===== config.mk =====
export PLATFORM = sky130hd
export DESIGN_NAME = ring_johnson_counter
export DESIGN_NICKNAME = d
export VERILOG_FILES = /design/src/rtl/ring_johnson_counter.sv
export SDC_FILE = /design/constraint.sdc
export NUM_CORES = 1
export LEC_CHECK = 0
export ABC_CLOCK_PERIOD_IN_PS = 2100
export CAP_MARGIN = 10
export CELL_PAD_IN_SITES_DETAIL_PLACEMENT = 1
export CELL_PAD_IN_SITES_GLOBAL_PLACEMENT = 1
export CORE_MARGIN = 5
export CORE_UTILIZATION = 31
export CTS_CLUSTER_DIAMETER = 80
export CTS_CLUSTER_SIZE = 28
export DETAILED_ROUTE_END_ITERATION = 16
export PLACE_DENSITY = 0.71
export SLEW_MARGIN = 5
export SYNTH_ARGS = -nofsm -noshare
export SYNTH_HDL_FRONTEND = slang
export SYNTH_SLANG_ARGS = --single-unit
export TNS_END_PERCENT = 50

===== constraint.sdc =====
create_clock -name clk -period 2.1 [get_ports clk]
set_input_delay 0.42 -clock clk [delete_from_list [all_inputs] [get_ports clk]]
set_output_delay 0.42 -clock clk [all_outputs]
set_load 0.005 [all_outputs]

===== src/rtl/ring_johnson_counter.sv =====
// rtl/ring_johnson_counter.sv - parametrised ring / Johnson (twisted-ring) sequencer
//
// Purpose:
//   WIDTH-bit phase generator that rotates either a single one-hot bit (ring
//   mode) or a twisted-ring pattern (Johnson mode) in either direction.
//   Supports enable, parallel load, a wrap pulse on returning to HOME and
//   self-correction of states that are illegal for the current mode.
//   HOME is bit 0 set, all other bits clear, and is legal in both modes.
//
// Ports:
//   clk      in   1      rising-edge clock
//   reset    in   1      asynchronous active-low reset, count forced to HOME
//   en       in   1      advance enable (count holds when low)
//   mode     in   1      0 = ring (one-hot rotate), 1 = Johnson
//   dir      in   1      0 = shift towards MSB, 1 = shift towards LSB
//   load     in   1      synchronous parallel load, wins over en
//   load_val in   WIDTH  value written by load
//   count    out  WIDTH  registered counter state
//   wrap     out  1      one-cycle pulse: count just advanced into HOME
//   err      out  1      one-cycle pulse: an illegal state was just corrected
//
// WIDTH must lie in 2..32.

module ring_johnson_counter #(
  parameter int WIDTH = 4
) (
  input  logic             clk,
  input  logic             reset,
  input  logic             en,
  input  logic             mode,
  input  logic             dir,
  input  logic             load,
  input  logic [WIDTH-1:0] load_val,
  output logic [WIDTH-1:0] count,
  output logic             wrap,
  output logic             err
);

  localparam logic [WIDTH-1:0] HOME    = WIDTH'(1);
  localparam logic [WIDTH-2:0] TR_ONE  = (WIDTH-1)'(1);
  localparam logic [WIDTH-1:0] CNT_ONE = WIDTH'(1);

  logic [WIDTH-1:0] r_count;
  logic             r_wrap;
  logic             r_err;

  logic [WIDTH-2:0] w_trans;
  logic             w_ring_legal;
  logic             w_john_legal;
  logic             w_legal;
  logic             w_fb_low;
  logic             w_fb_high;
  logic [WIDTH-1:0] w_shifted;
  logic [WIDTH-1:0] w_count_nxt;
  logic             w_wrap_nxt;
  logic             w_err_nxt;

  // Ring legality: exactly one bit set. x & (x-1) clears the lowest set bit,
  // so it is zero only for a power of two (or zero, excluded separately).
  assign w_ring_legal = (r_count != '0) &&
                        ((r_count & (r_count - CNT_ONE)) == '0);

  // Johnson legality: the neighbour-difference vector may hold at most one
  // set bit, i.e. the word is a single run of ones against a run of zeros.
  assign w_trans      = r_count[WIDTH-2:0] ^ r_count[WIDTH-1:1];
  assign w_john_legal = ((w_trans & (w_trans - TR_ONE)) == '0);

  assign w_legal = mode ? w_john_legal : w_ring_legal;

  // Feedback bits: straight wrap-around for ring, inverted for Johnson.
  assign w_fb_low  = mode ? ~r_count[WIDTH-1] : r_count[WIDTH-1];
  assign w_fb_high = mode ? ~r_count[0]       : r_count[0];

  always_comb begin
    w_shifted = r_count;
    if (dir == 1'b0) begin
      w_shifted = {r_count[WIDTH-2:0], w_fb_low};
    end else begin
      w_shifted = {w_fb_high, r_count[WIDTH-1:1]};
    end
  end

  // Next-state selection: load, then enabled advance/correction, then hold.
  always_comb begin
    w_count_nxt = r_count;
    w_wrap_nxt  = 1'b0;
    w_err_nxt   = 1'b0;
    if (load) begin
      w_count_nxt = load_val;
    end else if (en) begin
      if (w_legal) begin
        w_count_nxt = w_shifted;
        w_wrap_nxt  = (w_shifted == HOME);
      end else begin
        w_count_nxt = HOME;
        w_err_nxt   = 1'b1;
      end
    end
  end

  always_ff @(posedge clk or negedge reset) begin
    if (!reset) begin
      r_count <= HOME;
      r_wrap  <= 1'b0;
      r_err   <= 1'b0;
    end else begin
      r_count <= w_count_nxt;
      r_wrap  <= w_wrap_nxt;
      r_err   <= w_err_nxt;
    end
  end

  assign count = r_count;
  assign wrap  = r_wrap;
  assign err   = r_err;

endmodule


# ---- After elaboration in Yosys (flattened, before gate mapping)
# Cells that the tools add are included.
dict set report word_totals {
  register_bits 6
  word_cells 29
  input_bits 10
}
dict set report classes {
  muxes 13
  reduce_logical 5
  addsub 2
  bitwise 5
  eq_ne 1
}
# operator count
set op_table {}
lappend op_table {{two-way mux 4 bit} 4}
lappend op_table {{two-way mux 1 bit} 9}
lappend op_table {{bitwise AND 4 bit} 1}
lappend op_table {{== test 4 x 1 -> 1 bit, second input constant} 1}
lappend op_table {{logical NOT 4 bit} 1}
lappend op_table {{nonzero test 4 bit} 1}
lappend op_table {{subtractor 4 x 1 -> 4 bit, second input constant} 1}
lappend op_table {{bitwise AND 3 bit} 1}
lappend op_table {{logical NOT 3 bit} 1}
lappend op_table {{subtractor 3 x 1 -> 3 bit, second input constant} 1}
lappend op_table {{XOR 3 bit} 1}
lappend op_table {{inverter 1 bit} 2}
lappend op_table {{nonzero test 2 bit} 1}
lappend op_table {{logical AND 1 bit} 1}

# ---- Longest topological paths before layout
# Gate-level depths: netlist of run 1.
dict set report logic_depth {
  depth_word 8
  ltp_mapped 6
  ltp_nobuf 6
}

# ---- Worst setup path before layout of run 1
# OpenSTA, ideal clock, no wires.
dict set report synth_path {
  path_type {flip-flop to flip-flop}
  startpoint {register r_count[0], in the netlist count[0]}
  endpoint {register r_count[1], in the netlist count[1]}
  arrival_ps 1499
  path_stages_with_launch 7
  setup_time_ps 139
  path_slack_ps 462
  required_time_ps 1961
  n_path_buf 0
  cell_sequence {dfstp_2 -> inv_1 -> ha_1 -> a21o_1 -> o21ai_0 -> a32oi_1 -> o21ai_0}
}
dict set report synth_between {
  elab_chain_cells 8
  elab_cells_between_ends 14
  classes_between {add/sub: 2; mux: 5; bitwise: 3; reduce/logical: 4}
}
# item line_no
set synth_rtl {}
lappend synth_rtl {{start: declaration} 43} ;# logic [WIDTH-1:0] r_count;
lappend synth_rtl {{start signal: assignment} 107} ;# r_count <= w_count_nxt;
lappend synth_rtl {{subtractor 4 x 1 -> 4 bit / XOR 3 bit (equally long branches)} {61, 65}}
lappend synth_rtl {{bitwise AND 4 bit / subtractor 3 x 1 -> 3 bit (equally long branches)} {61, 66}}
lappend synth_rtl {{logical NOT 4 bit / bitwise AND 3 bit (equally long branches)} {61, 66}}
lappend synth_rtl {{logical AND 1 bit / logical NOT 3 bit (equally long branches)} {60, 66}}
lappend synth_rtl {{two-way mux 1 bit} 68} ;# assign w_legal = mode ? w_john_legal : w_ring_legal;
lappend synth_rtl {{two-way mux 4 bit (*)} 91} ;# if (w_legal) begin
lappend synth_rtl {{two-way mux 4 bit (*)} 90} ;# end else if (en) begin
lappend synth_rtl {{two-way mux 4 bit (*)} 88} ;# if (load) begin
# Every way passes the cells marked *; elsewhere a longest branch is shown, timed or not. The select of a mux whose other input is x is not followed.
# A chain may end at the register's enable or synchronous reset.

# ---- Worst setup path after layout of run 1
dict set report layout_path {
  startpoint {register r_count[0], in the netlist count[0]}
  endpoint {output count[0]}
}
# item line_no
set layout_lines {}
lappend layout_lines {{end: declaration} 34} ;# output logic [WIDTH-1:0] count,
# No word-level cell between the ends.

==> metrics.txt, run 1 <==
status finished clean; fin. max-slew vios 0; highest achievable clock rate 555 MHz; synth top area cells dfrtp_1 25%, ha_1 12%, mux2i_1 5.9%; Clock Tree Buf Depth 2; Total Die Area approximately 2500 sq um; Mapped Nets between 70 and 80; P&R area growth vs syn 38.5%; Die Y 50.4 microns; vias per std cell 5.06; initial drt markers 2; startpoint types flip-flop; cell area after synthesis between 500 and 600 sq um; Initial Utilization 0.333; Crit path max-delay family flip-flops; hold_buf cts 0; sequential-to-total area share from yosys stat 0.299; Total GRT Usage 0.107; Fin. Hold Viols 0; Critical path origin count[0]; max cap viols 0; cell depth of the worst setup path 1; num rows 14; I/O Pins 16; Mean Syn Cell Area ~8.4 sq um; P per Cell Area just under 600 nW/um^2; 1st-pass router iterations 2; Overflow after GRT 0; via count around 480; final net count 95; Fin Clk Skew 0.00818 ns; post-DP HPWL ~1000 microns; Max VDD drop 439 uV; YS warnings 0; core area roughly 1500 sq um; Yosys top cell by area dfrtp_1; crit share post-route 0.859; GPL Wtd Cong 0.739; cts bufs inserted 3; reg2reg end count[2]; crit path capture type output pin; Max-slew headroom 0.765; H-tree Lvls 1; Synth top area share 0.247; setup TNS 0 ns; Slowest cell on crit path dfstp_2; drt wl/cell approximately 12 microns; first-pass GRT wire length approximately 2.1 mm; Chip Width roughly 50 microns; Final ANT Viol Nets 0; crit path max fanout 9; Power, Total between 400 and 500 uW; setup slack, reg-to-reg ~0.33 ns; CTS tree done; Port Buffers 15; Final Non-Filler Cells 95; placed insts 91; worst hold path type input port to asynchronous set/reset pin; CTS Root Cell clkbuf_4; slowest stage delay, CP between 0.6 and 0.7 ns; setup ws final 0.297 ns; Synth cell types 25; diode count 0; post-cts resize count 0; initial antenna violation count 0; critical path, cell by cell clkdlybuf4s50_1; Crit Path Class flip-flop to output pin; reg2reg start count[0]; FF+latch count, synth 6; DP Worst Slack about 0.24 ns; DR DRC count 0; multi-input logic area between 300 and 400 sq um; cells on worst reg2reg path 7; Finish-stage setup viols 0; clock-pin slew on the worst setup and hold paths 0.05 ns; flip-flop and latch area around 150 sq um; crit path to count[0]; pin count of the biggest net entering global routing 11; worst slew pin tran around 0.35 ns; min cycle time layout 1.80 ns; Mapped Cells 60; layout cell share with drive strength beyond 1 0.101; TritonCTS Sinks 6; insertion delay to the later sink of the worst-skew pair around 0.25 ns; Leak Pwr 0.000305 uW; vias in the first global route approximately 470; Setup Fix Bufs, Post-CTS 0; unrepaired setup endpoints after global routing no; final core occ 0.461; Fillers between 150 and 200; Worst EP arrival ~1.4 ns; total wire length 1.18 mm; worst path buffer plus inverter count 1; Worst EP required about 1.7 ns
==> synthesized netlist by cell type (all sizes together) <==
| master | number |
|---|---|
| nor3 | 5 |
| o22ai | 2 |
| mux2i | 3 |
| dfstp | 1 |
| o21ai | 6 |
| o21a | 1 |
| a21o | 2 |
| xor2 | 1 |
| xnor2 | 1 |
| nand2b | 2 |
| nand2 | 4 |
| buf | 3 |
| dfrtp | 5 |
| a32o | 1 |
| a21oi | 4 |
| nand4 | 1 |
| or4b | 1 |
| inv | 5 |
| a32oi | 1 |
| a31oi | 1 |
| ha | 5 |
| nor2 | 5 |
==> metal layers <==
| layer | share of wire | wire length (microns) | GRT usage |
|---|---|---|---|
| met1 | 0.45 | 537 | 0.136 |
| met2 | 0.43 | 512 | 0.163 |
| met3 | 0.11 | 133 | 0.0592 |
| met4 | 0 | 0 | 0.0128 |
| met5 | 0 | 0 | 0 |
==> power breakdown <==
part	switching (uW)	leakage (uW)	total (uW)	internal, uW
Sequential	20.4	0.0000751	150	130
Combinational	69.3	0.000215	153	83.7
Clock	41.0	0.0000150	113	71.9
Total	131	0.000305	416	285
==> through the flow <==
stage / hold WS, ns / area [sq um]
2_1_floorplan: 0.124 / 507
3_3_place_gp: 0.563 / 676
3_5_place_dp: 0.566 / 676
4_1_cts: 0.408 / 702
5_1_grt: 0.426 / 702
6_report: 0.406 / 702
==> area by class of cell <==
class	instances	share of cell area
Multi-Input combinational cell	46	0.446
Timing Repair Buffer	18	0.246
Sequential cell	6	0.216
Clock buffer	4	0.0374
Tap cell	16	0.0285
Inverter	5	0.0267
==> registers in the layout, summed over array words and instances (netlist names) <==
signal,cells
err,1
count,4
wrap,1
==> layout by cell type, fill, tap and decap left out <==
cell,n
a21o_1,2
a21oi_1,4
a31oi_1,1
a32o_1,1
a32oi_1,1
buf_4,3
clkbuf_1,1
clkbuf_4,3
clkdlybuf4s50_1,15
dfrtp_1,5
dfstp_2,1
ha_1,5
inv_1,5
mux2i_1,3
nand2_1,4
nand2b_1,2
nand4_1,1
nor2_1,5
nor3_1,4
nor3_2,1
o21a_1,1
o21ai_0,6
o22ai_1,2
or4b_1,1
xnor2_1,1
xor2_1,1
==> worst register-to-register path: cells and delay by family, from the launching register on <==
family          cells  cell delay, ns
fa+ha+maj           1            0.29
flops               1            0.62
compound gates      4            0.52
buf+inv             2            0.26
==> cells by family (layout without fill, tap and decap cells) <==
logic type               after synthesis  after routing  synth area share
XOR/XNOR                               2              2            0.0346
adder cells (fa/ha/maj)                5              5             0.123
flip-flops                             6              6             0.299
AO/OA/AOI/OAI                         18             18             0.217
multiplexers                           3              3            0.0593
AND/OR/NAND/NOR                       18             18             0.183
buffers and inverters                  8             27            0.0839
==> worst min-delay path by stage <==
stage	end	slack, ns	cells after the start
2_1_floorplan	count[1]	0.12	0
3_3_place_gp	wrap	0.56	1
3_5_place_dp	wrap	0.57	1
4_1_cts	err	0.41	1
5_1_grt	err	0.43	1
6_report	err	0.41	1
Note: power is estimated with default switching activity, not from simulation.
==> inputs of run 2 (changes only) <==
Settings changed: TNS_END_PERCENT 50 to default.
==> results of run 2 <==
The final DEF is identical to that of run 1; final timing and power are the same.
==> inputs of run 3 (changes only) <==
Settings changed: SLEW_MARGIN 5 to 40.
==> results of run 3 <==
The final DEF is identical to that of run 1; final timing and power are the same.
